$ cat config.mk
export PLATFORM = sky130hd
export DESIGN_NAME = ubit_decoder_flat
export DESIGN_NICKNAME = d
export VERILOG_FILES = /design/src/rtl/ubit_decoder_pkg.sv /design/src/rtl/ubit_decoder_if.sv /design/src/rtl/ubit_decoder.sv /design/src/flat_wrapper.sv
export SDC_FILE = /design/constraint.sdc
export NUM_CORES = 1
export LEC_CHECK = 0
export CORE_MARGIN = 10
export CORE_UTILIZATION = 58
export DETAILED_ROUTE_END_ITERATION = 7
export PLACE_DENSITY = 0.8
export SETUP_SLACK_MARGIN = 0.02
export SYNTH_ARGS = -nofsm -noshare
export SYNTH_HDL_FRONTEND = slang
export SYNTH_SLANG_ARGS = --single-unit
export TNS_END_PERCENT = 100
$ cat constraint.sdc
create_clock -name clk -period 2.4 [get_ports clk]
set_input_delay 0.36 -clock clk [delete_from_list [all_inputs] [get_ports clk]]
set_output_delay 0.36 -clock clk [all_outputs]
set_load 0.01 [all_outputs]
$ cat src/rtl/ubit_decoder_pkg.sv
// Shared definitions for the unary-bitstream decoder.
//   state_t : decoder FSM state encoding (IDLE, RUN, DONE)
//   period(): stream period in cycles for a given binary word width,
//             2^(width-1)
package unary_pkg;

  typedef enum logic [1:0] {
    IDLE = 2'd0,
    RUN  = 2'd1,
    DONE = 2'd2
  } state_t;

  function automatic int period(input int width);
    return 1 << (width - 1);
  endfunction

endpackage

$ cat src/rtl/ubit_decoder_if.sv
// Handshake/data bundle between a bitstream source/consumer and ubit_decoder.
//   i_start   : request a new decode window
//   i_bit     : unary rate bitstream bit
//   i_ready   : consumer accepts o_data
//   o_busy    : decoder is counting a window
//   o_valid   : o_data holds a finished count
//   o_data    : count of ones in the window (WIDTH bits)
//   i_log_len : log2 of window length (only when UBIT_DECODER_EARLY_TERM_EN
//               is defined)
// master = source/consumer side, slave = decoder side.
interface ubit_decoder_if #(parameter int WIDTH = 16) ();
  logic             i_start;
  logic             i_bit;
  logic             i_ready;
  logic             o_busy;
  logic             o_valid;
  logic [WIDTH-1:0] o_data;
`ifdef UBIT_DECODER_EARLY_TERM_EN
  logic [$clog2(WIDTH)-1:0] i_log_len;

  modport master (output i_start, i_bit, i_ready, i_log_len,
                  input  o_busy, o_valid, o_data);
  modport slave  (input  i_start, i_bit, i_ready, i_log_len,
                  output o_busy, o_valid, o_data);
`else
  modport master (output i_start, i_bit, i_ready,
                  input  o_busy, o_valid, o_data);
  modport slave  (input  i_start, i_bit, i_ready,
                  output o_busy, o_valid, o_data);
`endif
endinterface

$ cat src/rtl/ubit_decoder.sv
// Unary (rate-coded) bitstream decoder: counts the ones in a window of
// PERIOD = 2^(WIDTH-1) cycles and presents the count with a valid/ready
// handshake. A finished result can be handed off in the same cycle a new
// window starts, so windows can run back-to-back.
//   clk   : rising-edge clock
//   rst_n : asynchronous active-low reset
//   bus   : ubit_decoder_if.slave (i_start, i_bit, i_ready -> o_busy,
//           o_valid, o_data)
// Optional feature: define UBIT_DECODER_EARLY_TERM_EN to add bus.i_log_len,
// selecting a shorter window of 2^i_log_len cycles whose count is scaled
// back up to full-window units.
module ubit_decoder
  import unary_pkg::*;
#(
  parameter int WIDTH = 16
) (
  input  logic         clk,
  input  logic         rst_n,
  ubit_decoder_if.slave bus
);

  localparam int PERIOD = period(WIDTH);

  state_t           state;
  logic [WIDTH-2:0] cyc;
  logic [WIDTH-1:0] ones;
  logic [WIDTH-1:0] sum;
  logic [WIDTH-2:0] last_cnt;
  logic [WIDTH-1:0] result;
  logic             accept;

  // Count including this cycle's bit; used both for accumulation and for the
  // final registered result so the last sample is never lost.
  assign sum = ones + WIDTH'(bus.i_bit);

  // A start is honoured from IDLE, or from DONE when the pending result is
  // taken in the same cycle.
  assign accept = bus.i_start &&
                  ((state == IDLE) || ((state == DONE) && bus.i_ready));

`ifdef UBIT_DECODER_EARLY_TERM_EN
  localparam int LW = $clog2(WIDTH);

  logic [LW-1:0] len;
  logic [LW-1:0] len_in;

  // Out-of-range lengths saturate to the full window.
  assign len_in = (int'(bus.i_log_len) > WIDTH - 1) ? LW'(WIDTH - 1)
                                                     : bus.i_log_len;

  always_ff @(posedge clk or negedge rst_n) begin
    if (!rst_n)      len <= LW'(WIDTH - 1);
    else if (accept) len <= len_in;
  end

  assign last_cnt = (WIDTH-1)'((1 << len) - 1);
  // Short windows are rescaled so o_data is always in full-window units.
  assign result   = sum << (LW'(WIDTH - 1) - len);
`else
  assign last_cnt = (WIDTH-1)'(PERIOD - 1);
  assign result   = sum;
`endif

  always_ff @(posedge clk or negedge rst_n) begin
    if (!rst_n) begin
      state       <= IDLE;
      cyc         <= '0;
      ones        <= '0;
      bus.o_data  <= '0;
      bus.o_valid <= 1'b0;
      bus.o_busy  <= 1'b0;
    end else begin
      case (state)
        IDLE, DONE: begin
          if (accept) begin
            state       <= RUN;
            cyc         <= '0;
            ones        <= '0;
            bus.o_busy  <= 1'b1;
            bus.o_valid <= 1'b0;
          end else if ((state == DONE) && bus.i_ready) begin
            state       <= IDLE;
            bus.o_valid <= 1'b0;
          end
        end
        RUN: begin
          if (cyc == last_cnt) begin
            state       <= DONE;
            bus.o_data  <= result;
            bus.o_valid <= 1'b1;
            bus.o_busy  <= 1'b0;
          end else begin
            cyc  <= cyc + (WIDTH-1)'(1);
            ones <= sum;
          end
        end
        default: begin
          state       <= IDLE;
          bus.o_valid <= 1'b0;
          bus.o_busy  <= 1'b0;
        end
      endcase
    end
  end

endmodule

$ cat src/flat_wrapper.sv
// flat-port wrapper written by rule: the top's interface ports become plain ports
module ubit_decoder_flat import unary_pkg::*;
#(
  parameter int WIDTH = 16
)
  (clk, rst_n, bus_i_start, bus_i_bit, bus_i_ready, bus_o_busy, bus_o_valid, bus_o_data);
  ubit_decoder_if #(.WIDTH(WIDTH)) bus_i ();
  input  logic clk;
  input  logic rst_n;
  input wire logic [$bits(bus_i.i_start)-1:0] bus_i_start;
  input wire logic [$bits(bus_i.i_bit)-1:0] bus_i_bit;
  input wire logic [$bits(bus_i.i_ready)-1:0] bus_i_ready;
  output wire logic [$bits(bus_i.o_busy)-1:0] bus_o_busy;
  output wire logic [$bits(bus_i.o_valid)-1:0] bus_o_valid;
  output wire logic [$bits(bus_i.o_data)-1:0] bus_o_data;
  assign bus_i.i_start = bus_i_start;
  assign bus_i.i_bit = bus_i_bit;
  assign bus_i.i_ready = bus_i_ready;
  assign bus_o_busy = bus_i.o_busy;
  assign bus_o_valid = bus_i.o_valid;
  assign bus_o_data = bus_i.o_data;
  ubit_decoder #(.WIDTH(WIDTH)) u_core (.clk(clk), .rst_n(rst_n), .bus(bus_i));
endmodule
==> flow_summary.json <==
{
  "hold_path.class": "input pin to asynchronous set/reset pin",
  "outcome": "finished, final reports clean",
  "via_per_inst": 6.63,
  "synth_area_um2": 2720,
  "final_common_cell": "dfrtp_1",
  "synth-simple-area-share_pct": 18.4,
  "cap_violations": 0,
  "crit_arrival_ns": 2.36,
  "maxSlewViolCount": 0,
  "power.density_nw_per_um2": 720,
  "cts_made_buffers": 5,
  "cp_max_fo": 4,
  "path_class": "input pin to flop",
  "grt_pass1_wl_mm": 10.8,
  "path_cells": "clkdlybuf4s50_1 > ha_1 > ha_1 > nand3_1 > or4_1 > xnor2_1 > mux2_2",
  "required_ns": 2.60,
  "dieArea_um2": 7830,
  "p_leak_nw": 1.49,
  "synth_compound_area_share_pct": 15.4,
  "fin_skew_ns": 0.00488,
  "clkTransAtPathRegs_ns": 0.09,
  "post_cts_resized": 0,
  "cp-end-kind": "flop",
  "dpl_cell_area_um2": 3020,
  "synth_fa_ha_area_share_pct": 1.38,
  "swShare_pct": 28.9,
  "fill_cells": 334,
  "via_count": 2289,
  "fmax_mhz": 463,
  "slew_headroom_pct": 62.5,
  "synth_nets": 275,
  "setup_slack_ns": 0.238,
  "async_flop_share_pct": 100,
  "yosysSeqAreaShare_pct": 46.0,
  "worstSkewPairLatency_ns": 0.31,
  "num_antenna_cells": 0,
  "finalCriticalPeriod_ns": 2.16,
  "cpLargestDelayFamily": "simple AND/OR/NAND/NOR gates",
  "final_nets": 300,
  "final-setup-viol-count": 0,
  "pre_cts_ws_ns": -0.0414,
  "cp_slowest_cell": "or4_1",
  "final.setup.tns_ns": 0,
  "synth_area_per_cell_um2": 10.2,
  "start_util_pct": 61.2,
  "cts_tree": "built",
  "p_int_mw": 1.62,
  "htree_levels": 2,
  "muxShareOfSynthArea_pct": 9.20,
  "crit_start": "bus_i_bit",
  "die_w_um": 88.5,
  "power_frac_seq_pct": 50.2,
  "clockBufferDepth": 2,
  "dp_hpwl_mm": 4.15,
  "firstDrtPassIters": 5,
  "grt_antenna_before_repair": 0,
  "drive_gt1_share_pct": 17.7,
  "finish.utilization_pct": 71.1,
  "worstMarginPinSlew_ns": 0.562,
  "post_drt_wl_per_cell_um": 18.2,
  "rsz0062_at_grt": "no",
  "peakVddDrop_mv": 0.598,
  "critPathBufInv": 1,
  "drc_errors": 0,
  "finalWirelength_mm": 6.28,
  "crit_top_cell": "ha_1",
  "synth_cells": 267,
  "cts.sinks": 50,
  "ant_nets": 0,
  "ctsRootBufferMaster": "clkbuf_8",
  "most-common-layout-cells": "dfrtp_1 (50), clkdlybuf4s50_1 (21), nand3_1 (18), mux2_2 (16), buf_4 (16)",
  "hold_viol_final": 0,
  "synth_seq_cells": 50,
  "synth_edf_count": 0,
  "die_y_um": 88.5,
  "synth_top_family_by_area": "simple AND/OR/NAND/NOR gates",
  "place.gp.congestion": 0.846,
  "slowest_delay_ns": 0.59,
  "p_switching_mw": 0.657,
  "num_io_pins": 23,
  "portBuffers": 22,
  "overflow": 0,
  "fin_crit_sh_pct": 90.1,
  "ctsHoldBuffers": 0,
  "area_growth_pct": 16.2,
  "power_frac_clock_pct": 32.2,
  "power_frac_comb_pct": 17.6,
  "rows": 24,
  "design_area_um2": 3160,
  "drt-initial-drc-count": 220,
  "yosysWarningCount": 0,
  "yosys.area_share.xor_xnor_pct": 4.18,
  "synthDistinctLibCells": 46,
  "cts_setup_buffers": 0,
  "dominantRegCellSynth": "dfrtp_1",
  "hold_ws_ns": 0.0303,
  "grt_pass1_vias": 2332,
  "grt_max_degree": 33,
  "track_usage_pct": 17.1,
  "start_kind": "input pin",
  "coreArea_um2": 4440,
  "regToRegStartpoint": "u_core.cyc[0]"
}
-- worst paths after layout --
check / cells past startpoint / end / slack [ns]
setup / recovery: 7 / u_core.bus.o_data[12] / 0.24
max in group asynchronous: 2 / u_core.cyc[1] / 1.77
min in group clk: 1 / u_core.bus.o_busy / 0.51
hold reg to reg: 1 / u_core.bus.o_busy / 0.51
setup reg to reg: 5 / u_core.cyc[0] / 0.27
hold / removal: 1 / u_core.bus.o_data[4] / 0.03
-- cells in the mapped netlist, types with 3 or more instances --
cell	count	area (µm²)
a2bb2oi_1	4	35.0
nand4_1	10	62.6
xor2_1	5	43.8
clkbuf_1	7	26.3
a31o_2	3	26.3
nand3_1	18	90.1
a21oi_1	11	55.1
or4_1	3	22.5
a22oi_1	6	45.0
nand2b_1	4	25.0
and3_1	8	50.1
a31oi_1	14	87.6
a22o_1	4	35.0
o22ai_1	5	31.3
mux2_2	16	180
nand2_1	12	45.0
buf_2	8	40.0
xnor2_1	8	70.1
nor4_1	4	25.0
nand3b_1	3	22.5
nor2_1	11	41.3
ha_1	3	37.5
nor3_1	6	30.0
dfrtp_1	50	1250
inv_1	11	41.3
mux2i_1	7	70.1
-- routing by layer --
layer	vias to the layer above	wire length, µm	GRT usage, %
met3	12	520	4.23
met2	113	2970	27.6
li1	1049	-	-
met5	-	0	0
met4	0	69	6.61
met1	1115	2710	21.7
-- power groups by stage --
stage	Clock [mW]	Sequential [mW]	Combinational, mW
2_1_floorplan	0	1.07	0.345
3_3_place_gp	0	1.14	0.381
3_5_place_dp	0	1.15	0.400
4_1_cts	0.737	1.14	0.401
5_1_grt	0.771	1.16	0.455
6_report	0.731	1.14	0.401
-- final cells by class --
cell class / count / area [µm²] / share of cell area (%)
Timing Repair Buffer: 38 / 335 / 10.6
Sequential cell: 50 / 1250 / 39.6
Inverter: 11 / 41.3 / 1.31
Clock inverter: 2 / 60.1 / 1.90
Multi-Input combinational cell: 186 / 1330 / 41.9
Tap cell: 52 / 65.1 / 2.06
Clock buffer: 6 / 82.6 / 2.61
-- cell families after synthesis --
family	count (synthesis)
buffers and inverters	31
xor gates and xnor gates	13
adders and majority gates	3
muxes	23
DFF	50
AOI/OAI and AO/OA	58
and+or+nand+nor	89
-- registers in the layout, summed over array words and instances (netlist names) --
name and cells:
u_core.bus.o_busy 1, u_core.bus.o_valid 1, u_core.cyc 15, u_core.bus.o_data 16, u_core.state 1, u_core.ones 16
-- stage by stage --
stage          instances  power [mW]
6_report             345        2.27
3_5_place_dp         337        1.55
4_1_cts              345        2.27
2_1_floorplan        267        1.42
3_3_place_gp         337        1.52
5_1_grt              345        2.39
Note: power is estimated with default switching activity, not from simulation.
==> patch 1, RTL diff (config.mk and constraints unchanged) <==
`WIDTH` is set to 16 in 3 places; all go to 32.
--- a/src/rtl/ubit_decoder_if.sv
+++ b/src/rtl/ubit_decoder_if.sv
@@ -8,7 +8,7 @@
 //   i_log_len : log2 of window length (only when UBIT_DECODER_EARLY_TERM_EN
 //               is defined)
 // master = source/consumer side, slave = decoder side.
-interface ubit_decoder_if #(parameter int WIDTH = 16) ();
+interface ubit_decoder_if #(parameter int WIDTH = 32) ();
   logic             i_start;
   logic             i_bit;
   logic             i_ready;
--- a/src/rtl/ubit_decoder.sv
+++ b/src/rtl/ubit_decoder.sv
@@ -12,7 +12,7 @@
 module ubit_decoder
   import unary_pkg::*;
 #(
-  parameter int WIDTH = 16
+  parameter int WIDTH = 32
 ) (
   input  logic         clk,
   input  logic         rst_n,
--- a/src/flat_wrapper.sv
+++ b/src/flat_wrapper.sv
@@ -1,7 +1,7 @@
 // flat-port wrapper written by rule: the top's interface ports become plain ports
 module ubit_decoder_flat import unary_pkg::*;
 #(
-  parameter int WIDTH = 16
+  parameter int WIDTH = 32
 )
   (clk, rst_n, bus_i_start, bus_i_bit, bus_i_ready, bus_o_busy, bus_o_valid, bus_o_data);
   ubit_decoder_if #(.WIDTH(WIDTH)) bus_i ();
Interface: changed (resized bus_o_data); port bits go from 23 to 39. The function was not compared with the original's and may differ.
==> patch 1 against the original RTL <==
Cell count is 110% higher. Count of clock-buffer cells in the layout is 4 higher. Wire length is 98% higher. Design area is 88% higher. Sequential cell count is 48 higher. Via count is 98% higher. Power is 81% higher. Clock skew is 0.013 ns higher. Setup slack better by 0.012 ns. Combinational power is 120% higher. Sequential share of layout area is 1.6 points higher. First-iteration DRC count is 80% higher. Area after synthesis is 90% higher. Highest routed layer unchanged.
==> patch 1: results (changes against the original RTL) <==
run status=completed; number of placed instances, taps included=695 (+110%); syn_area_per_cell=9.24 um2 (-9.3%); Layout clock buffers=10 (+4); count of non-CTS buffers in the layout=68 (+79%); dominant cells by area after synthesis=sky130_fd_sc_hd__dfrtp_1 (47%), sky130_fd_sc_hd__nand2_1 (5.1%), sky130_fd_sc_hd__a31oi_1 (4.8%), sky130_fd_sc_hd__a21oi_1 (3.7%), sky130_fd_sc_hd__o21ai_1 (3.6%); clock insertion delay at the later pin of the skew report=0.36 ns (+0.05 ns); layout cell share with drive strength beyond 1=0.0977 (-0.0798); Sinks on Clock Net=98 (+96%); Inverters=12 (+1); leading registers by flop count=u_core.bus.o_data: 32 flops, u_core.ones: 32 flops, u_core.cyc: 31 flops; vias in the first global route=4,378 (+88%); Comb power frac=0.214 (+0.038); worst-path fanout max=3 (-1); total area of multi-input combinational cells=2500 um2 (+89%); Clock Network Area Fraction=0.0313 (-0.0138); synthesized-area fraction occupied by ao, oa, aoi and oai cells=0.198 (+0.0434); met3 demand-to-capacity share in global routing=0.0314 (-0.0108); post-placement setup slack=-0.114 ns (-0.0730 ns); sum of routed wire segments on met1=5.24 mm (+93%); gate count of the mapped netlist=559 (+110%); All-Layer GR Usage=0.191 (+0.0200); Synth Area in Adders=0.00969 (-0.00410); count of unique library cells instantiated by Yosys=61 (+33%); Slew Limit Headroom=0.640 (+0.0150); largest net degree at the start of global routing=47 (+42%); vias per inst=6.35 (-4.2%); wire length of the first global-routing pass=21.1 mm (+95%); Worst Reg-to-Reg Cells=7 (+2); Critical Path AT=2.45 ns (+0.09 ns); nets in the synthesized netlist=568 (+110%); worst-case clock skew=0.0182 ns (+0.0133 ns); filler-free cell count of the finished design=712 (+110%); largest stage delay on the critical path=0.47 ns (-0.12 ns); Hold WS=0.452 ns (+0.422 ns); number of DRC violations after detailed-routing iteration 0=397 (+80%); Net count, final=608 (+100%); worst supply voltage drop on vdd=0.000486 V (-19%); proportion of cell area occupied by registers=0.412 (+0.0162); number of buffers created by CTS=9 (+4); power density over the cells=690 nW/um2 (-4.1%); top cell types by occurrence after synthesis=sky130_fd_sc_hd__dfrtp_1 (98), sky130_fd_sc_hd__nand2_1 (70), sky130_fd_sc_hd__a31oi_1 (40); routed length per instance=17.5 um (-4.0%); cell area after layout=5950 um2 (+88%); number of multi-input logic gates=410 (+120%); GR Layer Usage met2=0.322 (+0.0456)
[patch 1: cell types whose count changed in the layout (fill, tap and decap cells not counted), moves of 14 or more]
cell,unedited run,this run
sky130_fd_sc_hd__clkdlybuf4s50_1,21,37
sky130_fd_sc_hd__dfrtp_1,50,98
sky130_fd_sc_hd__nand2_1,12,70
sky130_fd_sc_hd__nand4_1,10,24
sky130_fd_sc_hd__mux2_2,16,0
sky130_fd_sc_hd__a31oi_1,14,40
sky130_fd_sc_hd__a21oi_1,11,38
sky130_fd_sc_hd__o21ai_1,0,37
[patch 1: what timing repair did]
action | 4_1_cts | 5_1_grt
hold buffers | 1 | 0
resized for setup | 0 | 3
hold endpoints to repair | 26 | 0
endpoints found under the setup margin | 0 | 5
[patch 1: worst paths after layout]
check                                         to
hold / removal                    u_core.ones[5]
setup reg to reg                 u_core.ones[22]
hold reg to reg            u_core.bus.o_data[29]
min in group clk           u_core.bus.o_data[29]
setup / recovery           u_core.bus.o_data[22]
max in group asynchronous          u_core.cyc[2]
==> patch 2, RTL diff (same flow settings) <==
Made on the original files. Re-encode `state_t` (3 states) as one-hot, 3 bits wide.
--- a/src/rtl/ubit_decoder_pkg.sv
+++ b/src/rtl/ubit_decoder_pkg.sv
@@ -4,10 +4,10 @@
 //             2^(width-1)
 package unary_pkg;
 
-  typedef enum logic [1:0] {
-    IDLE = 2'd0,
-    RUN  = 2'd1,
-    DONE = 2'd2
+  typedef enum logic [2:0] {
+    IDLE = 3'b001,
+    RUN  = 3'b010,
+    DONE = 3'b100
   } state_t;
 
   function automatic int period(input int width);
Behaviour: same outputs for any inputs over 10 cycles, from zero or initial values and one cycle with rst_n low; not proved beyond that.
==> patch 2 against the original RTL <==
Fmax is 0.24% lower. Sequential power is 4% lower. Power is 2.6% higher. Sequential cell count is 2 higher. Setup slack worse by 0.0052 ns. Area after synthesis is 0.69% lower. Design area is 1.6% lower. Wire length is 8.7% lower. Global-route usage is 0.82 points lower. Largest power group unchanged. Highest routed layer unchanged.
==> patch 2: results (changes against the original RTL) <==
run status=completed; nets in the synthesized netlist=305 (+11%); total area of multi-input combinational cells=1300 um2 (-2.3%); Leakage=1.32 nW (-11%); worst-case clock skew=0.0107 ns (+0.00579 ns); Sinks on Clock Net=52 (+4.0%); number of optimization iterations in the first detailed-route pass=4 (-1); Slew Limit Headroom=0.566 (-0.0593); Synth Area in Adders=0.0185 (+0.00473); last weighted congestion value of the routability-driven placer=0.865 (+2.2%); worst-path fanout max=16 (+12); post-synthesis mux area share=0.0125 (-0.0795); fraction of power spent switching nets=0.349 (+0.0597); Non-clock buffer share=0.102 (-0.00388); count of non-CTS buffers in the layout=34 (-11%); count of unique library cells instantiated by Yosys=43 (-6.5%); All-Layer GR Usage=0.163 (-0.00822); Worst Reg-to-Reg Cells=7 (+2); fill cell total of the finished layout=354 (+6.0%); dominant cells by area after synthesis=sky130_fd_sc_hd__dfrtp_1 (47%), sky130_fd_sc_hd__o21ai_0 (5.7%), sky130_fd_sc_hd__nand2_1 (5.4%), sky130_fd_sc_hd__a21oi_1 (4.1%), sky130_fd_sc_hd__a31oi_1 (3.9%); vias in the first global route=2,276 (-2.4%); vias per inst=6.02 (-9.3%); Final Routed Wirelength=5.73 mm (-8.7%); xor-xnor portion of the synthesized cell area=0.0454 (+0.00353); Worst R2R End=u_core.ones[3]; worst-case register-to-register setup slack=0.23 ns (-0.04 ns); number of synthesis warnings=0 (unchanged); number of multi-input logic gates=222 (+19%); top cell types by occurrence after synthesis=sky130_fd_sc_hd__dfrtp_1 (51), sky130_fd_sc_hd__nand2_1 (39), sky130_fd_sc_hd__o21ai_0 (31); Layout clock buffers=5 (-1); fraction of the yosys area taken by sequential cells=0.482 (+0.0222); number of DRC violations after detailed-routing iteration 0=185 (-16%); worst supply voltage drop on vdd=0.000538 V (-10%); layout cell share with drive strength beyond 1=0.103 (-0.0743); largest net degree at the start of global routing=53 (+61%); CTS HTree Levels=2 (unchanged); wire length of the first global-routing pass=10.3 mm (-4.8%); Hold WS=0.152 ns (+0.121 ns); Clock Network Area Fraction=0.0358 (-0.00931); clk buf depth=2 (unchanged); post-DP HPWL=3.91 mm (-5.7%); proportion of cell area occupied by registers=0.419 (+0.0230); Inverters=4 (-7); synthesized-area fraction occupied by ao, oa, aoi and oai cells=0.195 (+0.0404); Net count, final=328 (+9.3%)
## patch 2: cell count changes after synthesis, sizes merged, moves of 5 or more
cell   unedited run  this run
nand4            12         5
inv              11         4
and3              9         4
nor2             11        16
a22oi             6         0
mux2i             7         0
o22ai             5         0
o21ai             2        38
a21oi            11        22
nand2            12        39
mux2             16         3
## patch 2: power by group through the flow
stage / Sequential (mW) / Combinational [mW] / Clock, mW
2_1_floorplan: 1.08 / 0.473 / 0
3_3_place_gp: 1.11 / 0.606 / 0
3_5_place_dp: 1.12 / 0.615 / 0
4_1_cts: 1.10 / 0.622 / 0.617
5_1_grt: 1.13 / 0.699 / 0.658
6_report: 1.10 / 0.623 / 0.607
## patch 2: cell families (layout without fill, tap and decap cells)
| logic type | count (synthesis) | after routing |
|---|---|---|
| buffers and inverters | 22 | 46 |
| AND/OR/NAND/NOR | 109 | 109 |
| multiplexers | 3 | 3 |
| XOR/XNOR | 14 | 14 |
| flip-flops | 52 | 52 |
| AO/OA/AOI/OAI | 92 | 92 |
| adder cells (fa/ha/maj) | 4 | 4 |
## patch 2: how the worst max path moves through the flow
stage	start	endpoint	cells after the start
floorplan	u_core.cyc[0]	u_core.ones[6]	8
global placement	bus_i_bit	u_core.bus.o_data[14]	8
detailed placement	bus_i_bit	u_core.bus.o_data[14]	8
CTS	u_core.cyc[0]	u_core.bus.o_data[13]	7
global route	u_core.cyc[0]	u_core.ones[3]	7
finish	u_core.cyc[0]	u_core.ones[3]	7
## patch 2: what timing repair did
item / CTS / global route
setup endpoints to repair: 0 / 1
gates resized for setup: 0 / 1
endpoints found under the hold margin: 0 / 0
## patch 2: through the flow
step           utilization  instance area, um2  instances  setup WS (ns)  total power, mW
4_1_cts              0.699                3110        372          0.221             2.34
2_1_floorplan            -                2700        296          0.384             1.55
3_3_place_gp         0.674                3000        364          0.196             1.72
3_5_place_dp         0.674                3000        364          0.114             1.73
5_1_grt              0.700                3110        372         0.0480             2.48
6_report             0.700                3110        372          0.233             2.33
## patch 2: worst max-delay path, cell delays in order (launching register included)
cell,delay (ns)
sky130_fd_sc_hd__dfrtp_1,0.41
sky130_fd_sc_hd__ha_1,0.29
sky130_fd_sc_hd__nand3_1,0.09
sky130_fd_sc_hd__or4_1,0.51
sky130_fd_sc_hd__and2_1,0.23
sky130_fd_sc_hd__buf_4,0.21
sky130_fd_sc_hd__a41oi_1,0.23
sky130_fd_sc_hd__a31oi_1,0.07
## patch 2: layer usage
layer  vias to the layer above  part of all wire  GRT usage
li1                       1104                 -          -
met1                      1063              0.46      0.208
met2                        65              0.47      0.269
met3                         7             0.059     0.0349
met4                         0             0.011     0.0558
met5                         -                 0          0
